`config.mk`:
```
export PLATFORM = sky130hd
export DESIGN_NAME = uart_rx_ctrl
export DESIGN_NICKNAME = d
export VERILOG_FILES = /design/src/rtl/uart_rx_ctrl.sv
export SDC_FILE = /design/constraint.sdc
export NUM_CORES = 1
export LEC_CHECK = 0
export ABC_AREA = 1
export CORE_ASPECT_RATIO = 0.6
export CORE_MARGIN = 3
export CORE_UTILIZATION = 40
export CTS_BUF_LIST = sky130_fd_sc_hd__clkbuf_16
export DETAILED_ROUTE_END_ITERATION = 7
export GPL_TIMING_DRIVEN = 0
export SLEW_MARGIN = 20
export SYNTH_ARGS = -nofsm -noshare
export SYNTH_HDL_FRONTEND = slang
export SYNTH_SLANG_ARGS = --single-unit
```
`constraint.sdc`:
```
create_clock -name clk -period 3.96 [get_ports clk]
set_clock_uncertainty 0.15 [all_clocks]
set_input_delay 0.99 -clock clk [delete_from_list [all_inputs] [get_ports clk]]
set_output_delay 0.99 -clock clk [all_outputs]
set_load 0.02 [all_outputs]
```
`src/rtl/uart_rx_ctrl.sv`:
```
// UART receive controller: synchronises rxd, arms an external baud generator on a
// start edge and assembles one frame per arm, sampling on the mid-bit bps_clk enable.
module uart_rx_ctrl #(
    parameter int DATA_BITS  = 8,
    parameter int PARITY_EN  = 0,
    parameter int PARITY_ODD = 0
) (
    input  logic                 clk,
    input  logic                 rst,
    input  logic                 rxd,
    input  logic                 bps_clk,
    output logic                 bps_start,
    output logic [DATA_BITS-1:0] rx_data,
    output logic                 rx_valid,
    output logic                 frame_err,
    output logic                 parity_err,
    output logic                 busy
);

    localparam int CNT_W = $clog2(DATA_BITS + 1);

    typedef enum logic [2:0] {
        IDLE   = 3'd0,
        START  = 3'd1,
        DATA   = 3'd2,
        PARITY = 3'd3,
        STOP   = 3'd4
    } state_t;

    state_t               state_q, state_d;
    logic [1:0]           sync_q;
    logic                 rxd_d_q;
    logic                 rxd_s;
    logic                 fall;
    logic [DATA_BITS-1:0] sr_q, sr_d;
    logic [CNT_W-1:0]     bit_cnt_q, bit_cnt_d;
    logic                 par_q, par_d;
    logic                 bps_start_q, bps_start_d;
    logic [DATA_BITS-1:0] rx_data_q, rx_data_d;
    logic                 rx_valid_q, rx_valid_d;
    logic                 frame_err_q, frame_err_d;
    logic                 parity_err_q, parity_err_d;
    logic                 busy_q, busy_d;

    assign rxd_s = sync_q[1];
    // Edge detect runs one flop past the synchroniser so it never sees a metastable value.
    assign fall  = rxd_d_q & ~rxd_s;

    always_comb begin
        state_d      = state_q;
        sr_d         = sr_q;
        bit_cnt_d    = bit_cnt_q;
        par_d        = par_q;
        bps_start_d  = bps_start_q;
        rx_data_d    = rx_data_q;
        rx_valid_d   = 1'b0;
        frame_err_d  = 1'b0;
        parity_err_d = 1'b0;
        busy_d       = busy_q;

        case (state_q)
            IDLE: begin
                if (fall) begin
                    state_d     = START;
                    bps_start_d = 1'b1;
                    busy_d      = 1'b1;
                end
            end
            START: begin
                if (bps_clk) begin
                    if (!rxd_s) begin
                        state_d   = DATA;
                        bit_cnt_d = '0;
                    end else begin
                        // Glitch rather than a real start bit: disarm without reporting.
                        state_d     = IDLE;
                        bps_start_d = 1'b0;
                        busy_d      = 1'b0;
                    end
                end
            end
            DATA: begin
                if (bps_clk) begin
                    sr_d      = {rxd_s, sr_q[DATA_BITS-1:1]};
                    bit_cnt_d = bit_cnt_q + 1'b1;
                    if (bit_cnt_q == CNT_W'(DATA_BITS - 1)) begin
                        state_d = (PARITY_EN != 0) ? PARITY : STOP;
                    end
                end
            end
            PARITY: begin
                if (bps_clk) begin
                    par_d   = rxd_s;
                    state_d = STOP;
                end
            end
            STOP: begin
                if (bps_clk) begin
                    // Leaving mid stop bit gives the next start edge half a bit of slack.
                    rx_data_d    = sr_q;
                    rx_valid_d   = 1'b1;
                    frame_err_d  = ~rxd_s;
                    parity_err_d = (PARITY_EN != 0) & (^sr_q ^ par_q ^ (PARITY_ODD != 0));
                    bps_start_d  = 1'b0;
                    busy_d       = 1'b0;
                    state_d      = IDLE;
                end
            end
            default: begin
                state_d     = IDLE;
                bps_start_d = 1'b0;
                busy_d      = 1'b0;
            end
        endcase
    end

    always_ff @(posedge clk or negedge rst) begin
        if (!rst) begin
            state_q      <= IDLE;
            sync_q       <= 2'b11;
            rxd_d_q      <= 1'b1;
            sr_q         <= '0;
            bit_cnt_q    <= '0;
            par_q        <= 1'b0;
            bps_start_q  <= 1'b0;
            rx_data_q    <= '0;
            rx_valid_q   <= 1'b0;
            frame_err_q  <= 1'b0;
            parity_err_q <= 1'b0;
            busy_q       <= 1'b0;
        end else begin
            state_q      <= state_d;
            sync_q       <= {sync_q[0], rxd};
            rxd_d_q      <= rxd_s;
            sr_q         <= sr_d;
            bit_cnt_q    <= bit_cnt_d;
            par_q        <= par_d;
            bps_start_q  <= bps_start_d;
            rx_data_q    <= rx_data_d;
            rx_valid_q   <= rx_valid_d;
            frame_err_q  <= frame_err_d;
            parity_err_q <= parity_err_d;
            busy_q       <= busy_d;
        end
    end

    assign bps_start  = bps_start_q;
    assign rx_data    = rx_data_q;
    assign rx_valid   = rx_valid_q;
    assign frame_err  = frame_err_q;
    assign parity_err = parity_err_q;
    assign busy       = busy_q;

endmodule
```
## Word level (Yosys, flattened, before mapping)

Cells that the tools add are included.

- Add/sub/neg operators: 1
- Equal/unequal tests: 13
- Muxes and demuxes: 21
- Bitwise operators: 3
- Reductions and logical operators: 8

Operators with widths:

| kind | count |
|---|---|
| two-way mux 3 bit | 6 |
| inequality test 2 bit, second input constant | 8 |
| case mux 3 bit (5 select lines) | 1 |
| two-way mux 4 bit | 3 |
| two-way mux 1 bit | 8 |
| case mux 4 bit (2 select lines) | 1 |
| equality test 3 x 2 -> 1 bit, second input constant | 2 |
| AND reduction 6 bit | 1 |
| AND reduction 5 bit | 1 |
| adder 4 x 1 -> 4 bit, second input constant | 1 |
| equality test 4 x 3 -> 1 bit, second input constant | 1 |
| case mux 1 bit (4 select lines) | 1 |
| AND reduction 2 bit | 2 |
| AND reduction 4 bit | 1 |
| equality test 3 x 1 -> 1 bit, second input constant | 1 |
| equality test 3 bit, second input constant | 1 |
| logical NOT 3 bit | 1 |
| two-way mux 2 bit | 1 |
| inverter 1 bit | 2 |
| nonzero test 2 bit | 1 |
| OR reduction 2 bit | 1 |
| bitwise AND 1 bit | 1 |

- Register bits: 29
- Input port bits: 4
- Logic and storage cells: 55

## Depth between registers and ports, before layout

Gate-level depths: netlist of the first run.

- Word-level depth: 4
- Mapped depth: 8
- Depth with buffers taken out: 8

## Least setup slack after synthesis of the first run

No wires, ideal clock.

- Path type: input to register
- Start: in bps_clk
- End: reg state_q[1]
- Setup time: 0.120 ns
- Data arrival time: 1.623 ns
- Required time: 3.690 ns
- Path slack: 2.066 ns
- Stages on the path: 8
- Cells stage by stage: inv_1 -> buf_2 -> nand2_1 -> nand2_1 -> nor2_1 -> nand2_1 -> nand2_1 -> nand2_1

- Longest elaborated chain between the ends: 2
- Elaborated cells between the ends (all ways): 5

RTL lines:

| item | RTL line | RTL |
|---|---|---|
| start, declared | 11 | `input logic bps_clk,` |
| inequality test 2 bit (no source line) | -- |  |
| AND reduction 6 bit (no source line) * | -- |  |
| end signal, assigned | 132 | `state_q <= state_d;` |
| end, declared | 30 | `state_t state_q, state_d;` |

Mark *: on every way between the ends. The rest lies on a longest branch, timed or not.
A chain may end at the register's enable or synchronous reset.

## Worst setup path after layout of the first run

- Start: reg busy_q (netlist: busy)
- End: out busy

RTL lines:

| item | RTL line | RTL |
|---|---|---|
| start, declared | 43 | `logic busy_q, busy_d;` |
| start signal, assigned | 143 | `busy_q <= busy_d;` |
| end, declared | 17 | `output logic busy` |

No word-level cell between the ends.

==> qor.yml, run 1 <==
sta:
  max_freq_ghz: 0.4015
  min_period_ns: 2.491
  fin_setup_tns_ns: 0
  worst_slew_pin_slew_ns: 0.6196
  finalCritPeriodShare_pct: 62.89
  hold_violations: 0
  setup_viol: 0
  relSlewSlack_pct: 58.69
  fin_hold_ws_ns: 0.2119
  report.final.slew_viol_count: 0
  rsz0062_at_grt: "false"
logic_synthesis:
  synth_cell_types: 22
  synth_most_common_cell: "nand2_1"
  yosys.area.top_type_share_pct: 51.18
  yosysSeqAreaShare_pct: 57.38
  syn_area_mm2: 0.001271
  synth_ff_type: "dfrtp_1"
  synth_commonest_cells: "43 x nand2_1, 26 x dfrtp_1, 9 x nor2_1"
  yosysTopAreaCell: "dfrtp_1"
  ys_ff_latch: 29
  synthArstFlopShare_pct: 100.0
  netlist_instances: 135
  synth_edf_count: 0
  synth_nets: 140
  yosys_warnings: 0
  synth_area_leaders: "dfrtp_1 51%, nand2_1 13%, dfstp_2 6.2%, o21ai_2 3.4%, nand3_1 3.1%"
  synth_area_per_cell_um2: 9.416
final_layout:
  finalNonFillerCells: 200
  n_antenna_cell: 0
  fin_util_pct: 54.52
  regArea_um2: 729.5
  multi_input_area_um2: 450.4
  drive_gt1_share_pct: 20.25
  area_growth_pct: 26.38
  design_area_mm2: 0.001607
  fin_nets: 162
  nFillCells: 271
placement:
  dpl_cell_area_mm2: 0.001469
  dp.cells: 192
  gp_congestion: 0.9384
  portBuffers: 15
  detailed_place_hpwl_um: 1812
global_route:
  track_usage_pct: 15.48
  antenna_found_initial: 0
  grt_pass1_wl_um: 4505
  grt-ovfl-total: 0
  first_global_vias: 943
  grt_max_degree: 30
cts:
  postCtsSetupBuffers: 0
  cts_made_buffers: 5
  cts.reportedPaths.clkPinSlew_ns: 0.05
  cts_htree_levels: 2
  clk_latency_ns: 0.27
  clockBufferDepth: 2
  hold_buffers: 0
  tritoncts: "built"
  cts_resized: 0
  clock-root-buffer: "clkbuf_16"
  clock_sinks: 29
routing:
  dr.first_iter.drc_count: 125
  ant_nets: 0
  first_pass_iters: 4
  wl_um: 2504
  num_vias: 943
  wl_per_cell_um: 12.52
  drc: 0
  avgViaCountPerCell: 4.715
die:
  start_util_pct: 43.14
  die_area_mm2: 0.003913
  die_x_um: 78.78
  ios: 17
  num_rows: 15
  die_height_um: 49.67
  design.core.area_mm2: 0.002947
worst_setup_path:
  arrival_ns: 1.35
  regToRegStartpoint: "state_q[0]$_DFFE_PN0P_"
  end_kind: "output pin"
  critPathLaunchType: "flop"
  required_ns: 2.82
  max_stage_delay_ns: 0.59
  startpoint: "busy$_DFFE_PN0P_"
  crit_type: "flop to output pin"
  crit_path_max_fanout: 3
  crit_chain: "buf_4 > clkdlybuf4s50_1"
  crit_slowest_cell: "clkdlybuf4s50_1"
power_and_ir_drop:
  vdd_ir_drop_max_uv: 325.4
  p_clk_share_pct: 25.4
  power_frac_comb_pct: 37.5
  intPower_mw: 0.8642
  p_per_area_mw_per_mm2: 849.5
  pwr-share-seq_pct: 37.1
  p_leak_nw: 0.7724
  swShare_pct: 36.68
  p_switching_mw: 0.5006
flow_run:
  max-cap-violations: 0
hold_path:
  hold_start: "sync_q[0]$_DFF_PN1_"
  hold_path_class: "flop to flop"
status:
  status: "finished clean"
[state kept, by name, indices dropped and copies added (netlist names)]
register   count
frame_err      1
rxd_d_q        1
busy           1
bit_cnt_q      4
sr_q           8
state_q        3
sync_q         2
rx_data        8
rx_valid       1
[power by group through the flow]
| stage | logic [mW] | clock network, mW | registers [mW] |
|---|---|---|---|
| after floorplan | 0.281 | 0 | 0.553 |
| after global placement | 0.499 | 0 | 0.502 |
| after detailed placement | 0.517 | 0 | 0.508 |
| after CTS | 0.516 | 0.356 | 0.505 |
| after global routing | 0.575 | 0.375 | 0.524 |
| final | 0.512 | 0.347 | 0.506 |
[stage by stage]
step / setup WS, ns / power, mW
floorplan: 2.066 / 0.8333
global placement: 1.281 / 1.001
detailed placement: 1.455 / 1.024
CTS: 1.466 / 1.377
global route: 1.441 / 1.473
finish: 1.469 / 1.365
[metal layers]
metal  share of wire [%]  global-route usage [%]
met5                   0                       0
met4                 2.4                   8.721
met3                 4.3                   5.109
met2                  43                   21.97
met1                  50                   20.70
[final timing paths]
check                                           endpoint  slack (ns)  cells past startpoint
min in group asynchronous            frame_err$_DFF_PN0_        0.58                      1
worst min-delay path                 sync_q[1]$_DFF_PN1_        0.21                      0
worst min register to register       sync_q[1]$_DFF_PN1_        0.21                      0
worst max-delay path                                busy        1.47                      2
max in group asynchronous       bit_cnt_q[3]$_DFFE_PN0P_        2.67                      1
worst max register to register    state_q[0]$_DFFE_PN0P_        2.44                      6
[kinds of logic (layout without fill, tap and decap cells)]
| family | after synthesis | count (layout) | share of synthesized area (%) |
|---|---|---|---|
| flip-flops | 29 | 29 | 57.38 |
| AND/OR/NAND/NOR | 70 | 70 | 24.70 |
| AO/OA/AOI/OAI | 18 | 18 | 9.448 |
| other | 1 | 1 | 0.2950 |
| adder cells (fa/ha/maj) | 1 | 1 | 0.9841 |
| buffers and inverters | 16 | 39 | 7.184 |
[cell usage in the layout, fill, tap and decap left out, types with 5 or more instances in the layout]
cell	Yosys	final
dfrtp_1	26	26
nand3_1	8	8
nor2_1	9	9
inv_1	8	8
clkdlybuf4s50_1	0	14
nand2_1	43	43
o21ai_2	5	5
clkbuf_16	0	5
o21ai_0	8	8
[critical path: cells and delay by family (launching register included)]
family	cells	cell delay (ns)
buf+inv	2	0.71
flops	1	0.37
[final cells by class]
type                    instances  area share, %
flip-flops and latches         29          45.41
well taps                      42          3.271
inverters                      10          2.336
multi-input cells              90          28.04
repair buffers                 15          9.034
clock buffers                   5          7.788
plain buffers                   6          3.349
clock inverters                 3         0.7788
Note: power is estimated with default switching activity, not from simulation.
==> run 2: changes to the inputs <==
==> constraint.sdc (replaced) <==
create_clock -name clk -period 2.05 [get_ports clk]
set_clock_uncertainty 0.15 [all_clocks]
set_input_delay 0.5125 -clock clk [delete_from_list [all_inputs] [get_ports clk]]
set_output_delay 0.5125 -clock clk [all_outputs]
set_load 0.02 [all_outputs]
==> results of run 2 <==
The final DEF is identical to that of run 1. Status: finished clean.
Main changes from that run: setup slack after placement 1.455 ns -> 0.02243 ns; setup slack after layout 1.469 ns -> 0.03694 ns; hold slack 0.2119 ns -> 0.1046 ns; register-to-register setup slack 2.44 ns -> 0.53 ns; total power 1.365 mW -> 2.636 mW; worst IR drop on VDD 325.4 uV -> 628.7 uV
